[src/rtl/mem_pkg.sv]
// rtl/mem_pkg.sv - shared constants, state type and legality helper for the load/store unit
package mem_pkg;

   localparam logic [2:0] F3_B  = 3'b000;
   localparam logic [2:0] F3_H  = 3'b001;
   localparam logic [2:0] F3_W  = 3'b010;
   localparam logic [2:0] F3_BU = 3'b100;
   localparam logic [2:0] F3_HU = 3'b101;

   localparam logic [3:0] MASK_B = 4'b0001;
   localparam logic [3:0] MASK_H = 4'b0011;
   localparam logic [3:0] MASK_W = 4'b1111;

   typedef enum logic [1:0] {S_IDLE, S_REQ, S_WAIT, S_RESP} state_t;

   // Unsigned widths exist only for loads; halfwords and words must be naturally aligned.
   function automatic logic access_ok(input logic is_load, input logic [2:0] f3,
                                      input logic [1:0] off);
      logic ok;
      case (f3)
         F3_B:    ok = 1'b1;
         F3_H:    ok = ~off[0];
         F3_W:    ok = (off == 2'b00);
         F3_BU:   ok = is_load;
         F3_HU:   ok = is_load & ~off[0];
         default: ok = 1'b0;
      endcase
      return ok;
   endfunction

endpackage

[src/rtl/load_align.sv]
// rtl/load_align.sv - selects the addressed byte/halfword of a read word and extends it
module load_align
   import mem_pkg::*;
(
   input  logic [2:0]  i_funct3,
   input  logic [1:0]  i_off,
   input  logic [31:0] i_rdata,
   output logic [31:0] o_rdata
);

   logic [7:0]  byte_sel;
   logic [15:0] half_sel;

   always_comb begin
      case (i_off)
         2'd0:    byte_sel = i_rdata[7:0];
         2'd1:    byte_sel = i_rdata[15:8];
         2'd2:    byte_sel = i_rdata[23:16];
         default: byte_sel = i_rdata[31:24];
      endcase
      half_sel = i_off[1] ? i_rdata[31:16] : i_rdata[15:0];
      case (i_funct3)
         F3_B:    o_rdata = {{24{byte_sel[7]}}, byte_sel};
         F3_H:    o_rdata = {{16{half_sel[15]}}, half_sel};
         F3_BU:   o_rdata = {24'd0, byte_sel};
         F3_HU:   o_rdata = {16'd0, half_sel};
         default: o_rdata = i_rdata;
      endcase
   end

endmodule

[src/rtl/mem_access_unit.sv]
// rtl/mem_access_unit.sv - MEM-stage load/store engine driving a req/gnt/rvalid data bus
module mem_access_unit
   import mem_pkg::*;
#(
   parameter logic [7:0] MAX_WAIT = 8'd255
) (
   input  logic        i_clk,
   input  logic        i_rst,
   input  logic        i_valid,
   input  logic        i_ren,
   input  logic        i_wen,
   input  logic [2:0]  i_funct3,
   input  logic [31:0] i_addr,
   input  logic [31:0] i_wdata,
   output logic        o_stall,
   output logic        o_valid,
   output logic [31:0] o_rdata,
   output logic        o_fault,
   output logic        o_mem_req,
   output logic        o_mem_we,
   output logic [31:0] o_mem_addr,
   output logic [31:0] o_mem_wdata,
   output logic [3:0]  o_mem_mask,
   input  logic        i_mem_gnt,
   input  logic        i_mem_rvalid,
   input  logic [31:0] i_mem_rdata
);

   state_t      state, state_nx;
   logic [31:0] addr_q, wdata_q, rdata_q, aligned, lane_data;
   logic [3:0]  mask_q, lane_mask;
   logic [2:0]  f3_q;
   logic [1:0]  off_q;
   logic [7:0]  cnt;
   logic        we_q, fault_q;
   logic        accept, bad, capture, timeout;

   load_align u_align (
      .i_funct3 (f3_q),
      .i_off    (off_q),
      .i_rdata  (i_mem_rdata),
      .o_rdata  (aligned)
   );

   always_comb begin
      case (i_funct3[1:0])
         2'b00: begin
            lane_mask = MASK_B << i_addr[1:0];
            lane_data = {4{i_wdata[7:0]}};
         end
         2'b01: begin
            lane_mask = MASK_H << {i_addr[1], 1'b0};
            lane_data = {2{i_wdata[15:0]}};
         end
         default: begin
            lane_mask = MASK_W;
            lane_data = i_wdata;
         end
      endcase
   end

   always_ff @(posedge i_clk or posedge i_rst) begin
      if (i_rst) state <= S_IDLE;
      else       state <= state_nx;
   end

   always_comb begin
      state_nx  = state;
      accept    = 1'b0;
      bad       = 1'b0;
      capture   = 1'b0;
      timeout   = 1'b0;
      o_stall   = 1'b0;
      o_mem_req = 1'b0;
      o_valid   = 1'b0;
      case (state)
         S_IDLE: begin
            // Reset is folded in so a held-valid instruction cannot raise stall during reset.
            if (i_valid && !i_rst && (i_ren || i_wen)) begin
               if ((i_ren ^ i_wen) && access_ok(i_ren, i_funct3, i_addr[1:0])) accept = 1'b1;
               else                                                              bad    = 1'b1;
            end
            if (accept) begin
               o_stall  = 1'b1;
               state_nx = S_REQ;
            end
         end
         S_REQ: begin
            o_stall   = 1'b1;
            o_mem_req = 1'b1;
            if (i_mem_gnt) begin
               if (we_q) state_nx = S_RESP;
               else if (i_mem_rvalid) begin
                  capture  = 1'b1;
                  state_nx = S_RESP;
               end else state_nx = S_WAIT;
            end
         end
         S_WAIT: begin
            o_stall = 1'b1;
            if (i_mem_rvalid) begin
               capture  = 1'b1;
               state_nx = S_RESP;
            end else if (cnt == MAX_WAIT - 8'd1) begin
               timeout  = 1'b1;
               state_nx = S_IDLE;
            end
         end
         S_RESP: begin
            o_valid  = 1'b1;
            state_nx = S_IDLE;
         end
         default: state_nx = S_IDLE;
      endcase
   end

   always_ff @(posedge i_clk or posedge i_rst) begin
      if (i_rst) begin
         addr_q  <= 32'd0;
         wdata_q <= 32'd0;
         rdata_q <= 32'd0;
         mask_q  <= 4'd0;
         f3_q    <= 3'd0;
         off_q   <= 2'd0;
         cnt     <= 8'd0;
         we_q    <= 1'b0;
         fault_q <= 1'b0;
      end else begin
         fault_q <= bad | timeout;
         if (accept) begin
            addr_q  <= {i_addr[31:2], 2'b00};
            off_q   <= i_addr[1:0];
            f3_q    <= i_funct3;
            we_q    <= i_wen;
            mask_q  <= lane_mask;
            wdata_q <= lane_data;
         end
         if (state == S_REQ)       cnt <= 8'd0;
         else if (state == S_WAIT) cnt <= cnt + 8'd1;
         if (capture)      rdata_q <= aligned;
         else if (timeout) rdata_q <= 32'd0;
      end
   end

   assign o_rdata     = rdata_q;
   assign o_fault     = fault_q;
   assign o_mem_we    = we_q;
   assign o_mem_addr  = addr_q;
   assign o_mem_wdata = wdata_q;
   assign o_mem_mask  = mask_q;

endmodule

[config.mk]
export PLATFORM = sky130hd
export DESIGN_NAME = mem_access_unit
export DESIGN_NICKNAME = d
export VERILOG_FILES = /design/src/rtl/mem_pkg.sv /design/src/rtl/load_align.sv /design/src/rtl/mem_access_unit.sv
export SDC_FILE = /design/constraint.sdc
export NUM_CORES = 1
export LEC_CHECK = 0
export CORE_UTILIZATION = 45
export CTS_CLUSTER_SIZE = 8
export DETAILED_ROUTE_END_ITERATION = 8
export MAX_ROUTING_LAYER = met4
export PLACE_DENSITY = 0.81
export SKIP_LAST_GASP = 1
export SLEW_MARGIN = 20
export SYNTH_ARGS = -nofsm -noshare
export SYNTH_HDL_FRONTEND = slang
export SYNTH_SLANG_ARGS = --single-unit
export TNS_END_PERCENT = 1
[constraint.sdc]
create_clock -name i_clk -period 4.4 [get_ports i_clk]
set_input_delay 0.88 -clock i_clk [delete_from_list [all_inputs] [get_ports i_clk]]
set_output_delay 0.88 -clock i_clk [all_outputs]
set_load 0.02 [all_outputs]
* Yosys cells after proc, flatten, opt, wreduce, memory -nomap -nowiden
Index checks and enable logic that the tools add are counted.
W data, S select, Z words.
** Word-level totals
- Register bits after elaboration :: 115
- Logic and storage cells :: 86
- Output and inout port bits :: 105
- Input port bits :: 106
** Operators by class
- Reduce and logical (&&, ||, !) cells :: 15
- Add/subtract/negate cells :: 1
- Bitwise logic cells :: 4
- Eq/ne operators :: 17
- Shift-type cells :: 2
- Mux-type cells :: 37
** Operators with widths (count)
- $pmux W32 S4 :: 1
- $mux W32 :: 2
- $pmux W32 S2 :: 1
- $pmux W8 S3 :: 1
- $mux W1 :: 20
- $mux W16 :: 1
- $mux W8 :: 2
- $eq A3 B3 Y1 const B :: 4
- $add A8 B1 Y8 const B :: 1
- $eq A8 B8 Y1 const B :: 1
- $logic_not A2 Y1 :: 4
- $mux W2 :: 4
- $pmux W2 S4 :: 1
- $pmux W4 S2 :: 1
- $eq A2 B1 Y1 const B :: 3
- $eq A2 B2 Y1 const B :: 3
- $eq A3 B1 Y1 const B :: 2
- $logic_not A3 Y1 :: 2
- $pmux W1 S5 :: 1
- $ne A2 B2 Y1 const B :: 2
- $pmux W1 S2 :: 2
- $reduce_bool A2 Y1 :: 2
- $shl A1 B2 Y4 const A :: 1
- $shl A2 B2 Y4 const A :: 1
- other kinds (11) :: 13

* Depth between registers and ports, before layout
Gate-level depths: netlist (run 1).
- Depth in word-level cells :: 11
- Mapped depth :: 10
- Depth with buffers taken out :: 7

* Cells and area by module
From an unflattened synthesis (run 1), not the netlist that was laid out.
** Second synthesis, totals
- Cells, all modules :: 521
- Area total of the unflattened synthesis :: 5634.2 um^2
** By module, submodules not included
- mem_access_unit :: sequential area each 2877.8 um^2, area an instance 4911.0 um^2, cells an instance 390, instances 1
- load_align :: sequential area each 0.0 um^2, area an instance 723.2 um^2, cells an instance 131, instances 1

* Least setup slack after synthesis (run 1)
Ideal clock, no wire load.
- Path kind :: input to output
- Start point :: input port i_ren
- End point :: output port o_stall
- Data arrival time :: 2.436 ns
- Required time :: 3.520 ns
- Stages :: 10
- Path slack :: 1.084 ns
- Path through :: inv_1 ha_1 inv_1 a221oi_1 and4_1 buf_4 buf_6 buf_4 nor2_1 nor2_1
** Between the ends
- Cells in the longest elaborated chain, start to end :: 10
** RTL lines
- from (decl) :: line mem_access_unit.sv:10 : input logic i_ren,
- $and A1 B1 Y1 :: line mem_pkg.sv:25 : F3_HU: ok = is_load & ~off[0];
- $pmux W1 S5 :: line mem_pkg.sv:20 : case (f3)
- $mux W1 :: line mem_access_unit.sv:79 : if (i_valid && !i_rst && (i_ren || i_wen)) begin
- $mux W1 :: line mem_access_unit.sv:76 : case (state)
- $logic_and A1 B1 Y1 :: line mem_access_unit.sv:80 : if ((i_ren ^ i_wen) && access_ok(i_ren, i_funct3, i_addr[1:0])) accept = 1'b1;
- $mux W1 :: line mem_access_unit.sv:80
- $mux W1 * :: line mem_access_unit.sv:79
- $mux W1 * :: line mem_access_unit.sv:76
- $mux W1 * :: line mem_access_unit.sv:83 : if (accept) begin
- $pmux W1 S2 * :: line mem_access_unit.sv:76
- to (decl) :: line mem_access_unit.sv:15 : output logic o_stall,
Every way passes the cells marked *; elsewhere a longest branch is shown, timed or not. The select of a mux whose other input is x is not followed.

* Worst setup path after layout (run 1)
- Start point :: input port i_wen
- End point :: output port o_stall
** Between the ends
- Cells in the longest elaborated chain, start to end :: 7
** RTL lines
- from (decl) :: line mem_access_unit.sv:11 : input logic i_wen,
- $xor A1 B1 Y1 :: line mem_access_unit.sv:80
- $logic_and A1 B1 Y1 :: line mem_access_unit.sv:80
- $mux W1 :: line mem_access_unit.sv:80
- $mux W1 * :: line mem_access_unit.sv:79
- $mux W1 * :: line mem_access_unit.sv:76
- $mux W1 * :: line mem_access_unit.sv:83
- $pmux W1 S2 * :: line mem_access_unit.sv:76
Marked as above.

==> impl_results.rst, run 1 <==
.. list-table::
   :header-rows: 1

   * - Metric
     - Value
   * - Arrival time of data at the critical path endpoint
     - between 3 and 4 ns
   * - Average wire per cell in the routed design
     - 17.6 um
   * - Cell area after technology mapping
     - about 0.0056 mm2
   * - Main combinational cell family by area after synthesis
     - multiplexers
   * - Antenna diode count
     - 0
   * - Area of the multi-input gates
     - 0.00244 mm2
   * - Effective utilization at floorplan
     - 46.3%
   * - CP startpoint kind
     - input port
   * - Via density
     - roughly 5.4
   * - Switch Pwr
     - around 2.0 mW
   * - Initial antenna violation count
     - 0
   * - Cell type with the largest total area after synthesis
     - sky130_fd_sc_hd__dfrtp_1
   * - CP Capture Type
     - primary output
   * - H-tree lvl count
     - 4
   * - Maximum resistive drop on vdd
     - between 0.3 and 0.4 mV
   * - CTS buffer count
     - 17
   * - Seq/Total Area, Yosys
     - around half
   * - Wire length reported by the detailed router
     - roughly 15 mm
   * - Number of synthesis warnings
     - 0
   * - Cells after Synth
     - about 500
   * - DIE AREA
     - ~0.013 mm2
   * - Setup Viol. Count Final
     - 0
   * - Net count of the finished layout
     - 806
   * - Longest Clk Path Bufs
     - 2
   * - Delay-heaviest family, CP
     - buffers and inverters
   * - Final-layout fill cell count
     - about 900
   * - Count of max-cap constraint violations
     - 0
   * - Fraction of registers with async set/reset
     - 100%
   * - Overflow after GRT
     - 0
   * - Global router's overall resource usage
     - between 20% and 30%
   * - Final worst-path cycle share
     - 90.1%
   * - Internal cell power
     - roughly 3.6 mW
   * - Leakage power of the design
     - around 3.6 nW
   * - Setup skew after layout
     - about 0.0058 ns
   * - Count of boundary I/O pins
     - 211
   * - Highest clock frequency the design can meet
     - approximately 250 MHz
   * - Core Region
     - between 0.01 and 0.015 mm2
   * - Maximum fanout count along the critical path
     - 3
   * - Number of hold-slack violations in the final timing report
     - 0
   * - Synthesized area per cell
     - 11.3 um2
   * - Number of distinct library cells after synthesis
     - 45
   * - Result of the run
     - complete, no violations
   * - CTS clock-pin slew for the worst setup and hold paths
     - around 0.05 ns
   * - Number of slew-limit violations in the final report
     - 0
   * - Number of clock sinks
     - roughly 120
   * - Iteration count of the initial detailed-routing pass
     - 4
   * - Required time of the worst setup path
     - between 3 and 4 ns
   * - Post-synthesis compound-gate area fraction
     - roughly 14%
   * - Share of total power in the clock network
     - between 20% and 30%
   * - Critical Path Slowest Stage Cell
     - sky130_fd_sc_hd__clkdlybuf4s50_1
   * - Hold-fix buffers, CTS
     - 0
   * - Adder-cell share of the synthesized area
     - 1.80%
   * - Critical path class
     - in2out
   * - Proportion of synthesized area in mux cells
     - 16.9%
   * - Relative slew slack
     - between 20% and 30%
   * - Power density normalized to cell area
     - between 600 and 700 mW/mm2
   * - Worst Tran Pin Value
     - 1.06 ns
   * - Via count of the first global-routing pass
     - 4882
   * - Clock latency on the worst-skew pair
     - between 0.4 and 0.5 ns
   * - Power share of the combinational group
     - about 45%
   * - Post CTS Setup Buffer Count
     - 0
   * - Number of DRC violations after detailed routing
     - 0
   * - Number of rows in the core area
     - 40
   * - CP bufs+invs
     - 4
   * - Routability cong.
     - slightly above 0.8
   * - Post-synth top flop
     - sky130_fd_sc_hd__dfrtp_1
   * - Horizontal die dimension
     - about 110 um
   * - Hold WC Path Type
     - reg2reg
   * - Gates resized, CTS repair
     - 0
   * - Root Driver
     - sky130_fd_sc_hd__clkbuf_16
   * - Portion of synthesized cell area occupied by the leading cell type
     - between 50% and 60%
   * - Minimum clock period after layout
     - ~4.0 ns
   * - Slowest cell delay on critical path
     - roughly 0.6 ns
   * - Seq cells post-synth
     - ~120
   * - CTS tree
     - built
   * - Wire length of the first global-routing pass
     - between 20 and 25 mm
   * - Most frequent cells after synthesis
     - sky130_fd_sc_hd__dfrtp_1, sky130_fd_sc_hd__mux2_2, sky130_fd_sc_hd__nor2_1
   * - Instance area after placement
     - 0.00770 mm2
   * - Post-route design area
     - 0.00825 mm2
   * - Number of vias after detailed routing
     - about 4.6k
   * - Vertical die dimension
     - roughly 110 um
   * - Cell-by-cell trace of the critical path
     - clkdlybuf4s50_1 -> inv_1 -> ha_1 -> inv_1 -> a221oi_1 -> and4_4 -> nor2_1 -> nor2_1 -> clkdlybuf4s50_1
   * - Most instantiated library cell after synthesis
     - sky130_fd_sc_hd__dfrtp_1
   * - Number of DRC markers after the initial detailed-route iteration
     - ~220
   * - Part of the total power dissipated in sequential elements
     - around 32%
   * - Number of I/O port buffers
     - 208
   * - Number of flops mapped to enable cells by yosys
     - 0
   * - Post-synthesis xor/xnor area fraction
     - 0%
   * - ANT nets after route
     - 0
   * - Simple-Gate Fraction of Synth Area
     - a little over a tenth
   * - Maximum number of pins on one net before global-route repair
     - 95
   * - Reg2Reg Setup Slack
     - between 1.5 and 2 ns
   * - Setup repair after global routing missed its margin
     - false
   * - Post-DP HPWL
     - about 11 mm
   * - Fraction of power spent switching nets
     - 36.0%
   * - Sum Neg Setup Slack
     - 0 ns
   * - Share of final-layout standard cells stronger than drive strength 1
     - a little over an eighth
   * - Area growth from synthesis to layout
     - 48.4%
   * - Top area cells in the synthesized netlist
     - sky130_fd_sc_hd__dfrtp_1, sky130_fd_sc_hd__mux2_2, sky130_fd_sc_hd__mux2i_1
   * - Sequential cell area in the final layout
     - ~0.0029 mm2
==> per-stage QoR <==
step / cells / setup WS [ns] / power (mW) / util, % / hold WS, ns
2_1_floorplan: 492 / 0.476 / 3.14 / - / 0.496
3_3_place_gp: 820 / 0.499 / 4.21 / 64.1 / 0.482
3_5_place_dp: 820 / 0.443 / 4.30 / 64.1 / 0.474
4_1_cts: 851 / 0.442 / 5.61 / 68.6 / 0.495
5_1_grt: 851 / 0.274 / 5.89 / 68.6 / 0.521
6_report: 851 / 0.436 / 5.57 / 68.6 / 0.491
==> kinds of logic (layout without fill, tap and decap cells) <==
logic type | after synthesis | in the layout
other | 1 | 2
flip-flops | 115 | 115
multiplexers | 86 | 86
AND/OR/NAND/NOR | 114 | 114
buffers and inverters | 47 | 259
AO/OA/AOI/OAI | 120 | 120
adder cells (fa/ha/maj) | 8 | 8
==> power groups by stage <==
stage	sequential, mW	clock, mW	combinational, mW
final	1.79	1.28	2.50
after global routing	1.85	1.36	2.67
after CTS	1.80	1.30	2.51
after detailed placement	1.80	0	2.50
after global placement	1.78	0	2.44
after floorplan	2.19	0	0.945
==> path summary, 6_finish.rpt <==
path / to / start / cells after the start
setup reg to reg: o_rdata[19] / state[1] / 7
setup / recovery: o_stall / i_wen / 9
max in group asynchronous: cnt[2] / i_rst / 3
hold / removal: o_rdata[4] / o_rdata[4] / 1
min in group asynchronous: o_mem_wdata[7] / i_rst / 2
hold reg to reg: o_rdata[4] / o_rdata[4] / 1
==> per-layer routing <==
metal | global-route usage (%) | vias to the layer above | wire length (um)
met2 | 39.4 | 187 | 7310
met1 | 29.3 | 2253 | 6040
met3 | 9.43 | 25 | 1270
met4 | 12.6 | 0 | 383
met5 | - | - | 0
li1 | - | 2152 | -
==> state kept, by name, indices dropped and copies added, names as in the netlist <==
| signal | flops |
|---|---|
| o_fault | 1 |
| o_mem_mask | 4 |
| o_rdata | 32 |
| off_q | 2 |
| state | 2 |
| o_mem_we | 1 |
| f3_q | 3 |
| o_mem_addr | 30 |
| cnt | 8 |
| o_mem_wdata | 32 |
==> cell type report <==
class,count,area share (%)
flip-flops and latches,115,34.9
multi-input cells,330,29.6
repair buffers,214,25.9
clock buffers,26,6.05
well taps,147,2.23
inverters,14,0.668
clock inverters,5,0.607
==> cell usage in the layout, fill, tap and decap left out, types with 3 or more instances in the layout <==
cell type	count
sky130_fd_sc_hd__a21oi_1	29
sky130_fd_sc_hd__a22o_1	19
sky130_fd_sc_hd__a31oi_1	5
sky130_fd_sc_hd__a32o_1	8
sky130_fd_sc_hd__buf_4	5
sky130_fd_sc_hd__clkbuf_1	5
sky130_fd_sc_hd__clkbuf_16	17
sky130_fd_sc_hd__clkbuf_8	4
sky130_fd_sc_hd__clkdlybuf4s50_1	208
sky130_fd_sc_hd__clkinv_2	4
sky130_fd_sc_hd__dfrtp_1	115
sky130_fd_sc_hd__ha_1	8
sky130_fd_sc_hd__inv_1	13
sky130_fd_sc_hd__mux2_2	48
sky130_fd_sc_hd__mux2_4	4
sky130_fd_sc_hd__mux2i_1	34
sky130_fd_sc_hd__nand2_1	16
sky130_fd_sc_hd__nand2b_1	31
sky130_fd_sc_hd__nand3_1	4
sky130_fd_sc_hd__nor2_1	42
sky130_fd_sc_hd__nor2b_1	3
sky130_fd_sc_hd__nor3b_1	9
sky130_fd_sc_hd__o21ai_0	35
sky130_fd_sc_hd__o2bb2ai_1	7
Power figures use the tool's default switching activity.
==> inputs of run 2 (changes only) <==
--- a/config.mk
+++ b/config.mk
@@ -11,7 +11,6 @@
 export MAX_ROUTING_LAYER = met4
 export PLACE_DENSITY = 0.81
 export SKIP_LAST_GASP = 1
-export SLEW_MARGIN = 20
 export SYNTH_ARGS = -nofsm -noshare
 export SYNTH_HDL_FRONTEND = slang
 export SYNTH_SLANG_ARGS = --single-unit
==> results of run 2 <==
Same layout as run 1: the final DEF is identical, and so are final timing and power.
==> inputs of run 3 (changes only) <==
--- a/config.mk
+++ b/config.mk
@@ -8,9 +8,10 @@
 export CORE_UTILIZATION = 45
 export CTS_CLUSTER_SIZE = 8
 export DETAILED_ROUTE_END_ITERATION = 8
+export GPL_TIMING_DRIVEN = 0
+export HOLD_SLACK_MARGIN = 0.1
 export MAX_ROUTING_LAYER = met4
 export PLACE_DENSITY = 0.81
-export SKIP_LAST_GASP = 1
 export SYNTH_ARGS = -nofsm -noshare
 export SYNTH_HDL_FRONTEND = slang
 export SYNTH_SLANG_ARGS = --single-unit
==> impl_results.rst, run 3 (same netlist as run 1, synthesis figures left out) <==
.. list-table::
   :header-rows: 1

   * - Metric
     - Value
   * - Result of the run
     - complete, no violations
   * - Switch Pwr
     - roughly 2.1 mW
   * - Number of DRC violations after detailed routing
     - 0
   * - Number of slew-limit violations in the final report
     - 0
   * - Number of hold-slack violations in the final timing report
     - 0
   * - Relative slew slack
     - between 30% and 40%
   * - DIE AREA
     - ~0.013 mm2
   * - Maximum fanout count along the critical path
     - 10
   * - Number of I/O port buffers
     - 207
   * - Internal cell power
     - 3.85 mW
   * - Worst Tran Pin Value
     - approximately 0.98 ns
   * - Maximum number of pins on one net before global-route repair
     - 64
   * - CTS buffer count
     - 17
   * - Hold-fix buffers, CTS
     - 0
   * - Antenna diode count
     - 0
   * - Net count of the finished layout
     - around 830
   * - Iteration count of the initial detailed-routing pass
     - 5
   * - Required time of the worst setup path
     - roughly 3.5 ns
   * - Wire length of the first global-routing pass
     - ~26 mm
   * - Share of final-layout standard cells stronger than drive strength 1
     - 15.7%
   * - H-tree lvl count
     - 4
   * - End point of the most critical hold path
     - o_rdata[1]
   * - Power share of the combinational group
     - 43.1%
   * - Cells on worst reg2reg path
     - 8
   * - Vertical die dimension
     - between 100 and 150 um
   * - Instance area after placement
     - roughly 0.0078 mm2
   * - Setup Viol. Count Final
     - 0
   * - CTS clock-pin slew for the worst setup and hold paths
     - about 0.05 ns
   * - Wire length reported by the detailed router
     - 16.6 mm
   * - Clock latency on the worst-skew pair
     - 0.42 ns
   * - Hold WC Path Type
     - reg2reg
   * - CP Capture Type
     - primary output
   * - Area growth from synthesis to layout
     - 53.6%
   * - Average wire per cell in the routed design
     - 18.8 um
   * - Sum Neg Setup Slack
     - 0 ns
   * - Via density
     - approximately 5.5
   * - Setup repair after global routing missed its margin
     - false
   * - Leakage power of the design
     - ~3.7 nW
   * - Number of rows in the core area
     - 40
   * - Fraction of power spent switching nets
     - between 30% and 40%
   * - Reg2Reg Setup Slack
     - approximately 2.1 ns
   * - Core Region
     - approximately 0.012 mm2
   * - Arrival time of data at the critical path endpoint
     - between 3 and 4 ns
   * - Final worst-path cycle share
     - between 90% and 100%
   * - Share of total power in the clock network
     - 26.9%
   * - Count of boundary I/O pins
     - approximately 210
   * - Root Driver
     - sky130_fd_sc_hd__clkbuf_16
   * - Worst r2r dst
     - o_rdata[18]
   * - Final-layout fill cell count
     - between 800 and 900
   * - Effective utilization at floorplan
     - approximately 46%
   * - Hold depth
     - 1
   * - Critical path class
     - in2out
   * - Count of max-cap constraint violations
     - 0
   * - Top library cells by usage in the layout, fill and taps aside
     - sky130_fd_sc_hd__clkdlybuf4s50_1, sky130_fd_sc_hd__dfrtp_1, sky130_fd_sc_hd__mux2_2, sky130_fd_sc_hd__nor2_1, sky130_fd_sc_hd__o21ai_0
   * - Post-DP HPWL
     - between 10 and 15 mm
   * - Power density normalized to cell area
     - between 600 and 700 mW/mm2
   * - Maximum resistive drop on vdd
     - about 0.42 mV
   * - Number of vias after detailed routing
     - 4800
   * - Part of the total power dissipated in sequential elements
     - 30.0%
   * - CP startpoint kind
     - input port
   * - Setup skew after layout
     - between 0.009 and 0.01 ns
   * - Horizontal die dimension
     - around 110 um
   * - Minimum clock period after layout
     - approximately 4.2 ns
   * - ANT nets after route
     - 0
   * - Post-route design area
     - ~0.0085 mm2
   * - Number of clock sinks
     - around 120
   * - Min-Delay Startpoint
     - o_rdata[1]
   * - CTS tree
     - built
   * - Global router's overall resource usage
     - around 28%
   * - Overflow after GRT
     - 0
   * - Most common library cell in the layout ignoring fill and taps
     - sky130_fd_sc_hd__clkdlybuf4s50_1
   * - Highest clock frequency the design can meet
     - 237 MHz
   * - Final hold slack
     - about 0.49 ns
   * - Routability cong.
     - about 0.85
   * - PnR Total Power
     - 5.93 mW
   * - Critical R2R Launch
     - state[1]
   * - Number of DRC markers after the initial detailed-route iteration
     - 241
   * - Initial antenna violation count
     - 0
   * - Longest Clk Path Bufs
     - 2
   * - Via count of the first global-routing pass
     - about 5.3k
==> run 3: changes by cell type in the layout (fill, tap and decap cells not counted), moves of 3 or more <==
cell | previous run | this run
sky130_fd_sc_hd__buf_2 | 0 | 9
sky130_fd_sc_hd__buf_4 | 5 | 10
sky130_fd_sc_hd__buf_6 | 0 | 3
sky130_fd_sc_hd__bufinv_16 | 1 | 5
sky130_fd_sc_hd__clkbuf_1 | 5 | 10
sky130_fd_sc_hd__clkbuf_8 | 4 | 7
==> run 3: stage by stage <==
step,std cells,worst slack (ns),utilization [%]
2_1_floorplan,492,0.476,-
3_3_place_gp,846,-1.18,65.1
3_5_place_dp,847,-0.143,65.3
4_1_cts,879,0.134,71.1
5_1_grt,879,0.00864,71.1
6_report,879,0.183,71.1
==> run 3: metal layers <==
| metal | GRT usage (%) | share of wire [%] | vias to the layer above |
|---|---|---|---|
| li1 | - | - | 2212 |
| met2 | 46.7 | 50 | 183 |
| met5 | - | 0 | - |
| met4 | 11.3 | 2.3 | 0 |
| met3 | 9.32 | 7.7 | 33 |
| met1 | 30.2 | 40 | 2372 |
==> run 3: critical path: stages <==
cell and delay, ns:
sky130_fd_sc_hd__clkdlybuf4s50_1 0.49, sky130_fd_sc_hd__inv_1 0.05, sky130_fd_sc_hd__ha_1 0.26, sky130_fd_sc_hd__inv_1 0.03, sky130_fd_sc_hd__a221oi_1 0.31, sky130_fd_sc_hd__and4_1 0.27
sky130_fd_sc_hd__buf_4 0.16, sky130_fd_sc_hd__buf_6 0.17, sky130_fd_sc_hd__buf_4 0.20, sky130_fd_sc_hd__nor2_1 0.07, sky130_fd_sc_hd__nor2_1 0.10, sky130_fd_sc_hd__dlygate4sd2_1 0.35
==> run 3: final cells by class <==
class	count	area, um2	share of cell area, %
sequential	115	2880	33.7
multi-input combinational	330	2430	28.5
timing repair buffer	208	2100	24.6
clock buffer	24	522	6.11
buffer	33	195	2.29
tap	147	184	2.16
clock inverter	8	168	1.96
inverter	14	55.1	0.645
==> run 3: how the worst max path moves through the flow <==
| stage | slack, ns | cells after the start | from | end |
|---|---|---|---|---|
| floorplan | 0.48 | 1 | i_rst | cnt[0] |
| global route | 0.009 | 12 | i_wen | o_stall |
| global placement | -1.18 | 2 | i_rst | o_mem_addr[6] |
| CTS | 0.13 | 12 | i_wen | o_stall |
| finish | 0.18 | 12 | i_wen | o_stall |
| detailed placement | -0.14 | 12 | i_wen | o_stall |
==> run 3: power groups by stage <==
stage / registers, mW / logic, mW / clock network (mW)
floorplan: 2.19 / 0.945 / 0
global placement: 1.76 / 2.48 / 0
detailed placement: 1.78 / 2.55 / 0
CTS: 1.78 / 2.56 / 1.60
global route: 1.83 / 2.73 / 1.65
finish: 1.78 / 2.56 / 1.59
==> run 3: repair_timing <==
| item | in CTS | in global routing |
|---|---|---|
| resized for setup | 1 | 0 |
| setup endpoints to repair | 1 | 0 |
| setup buffers | 0 | 0 |
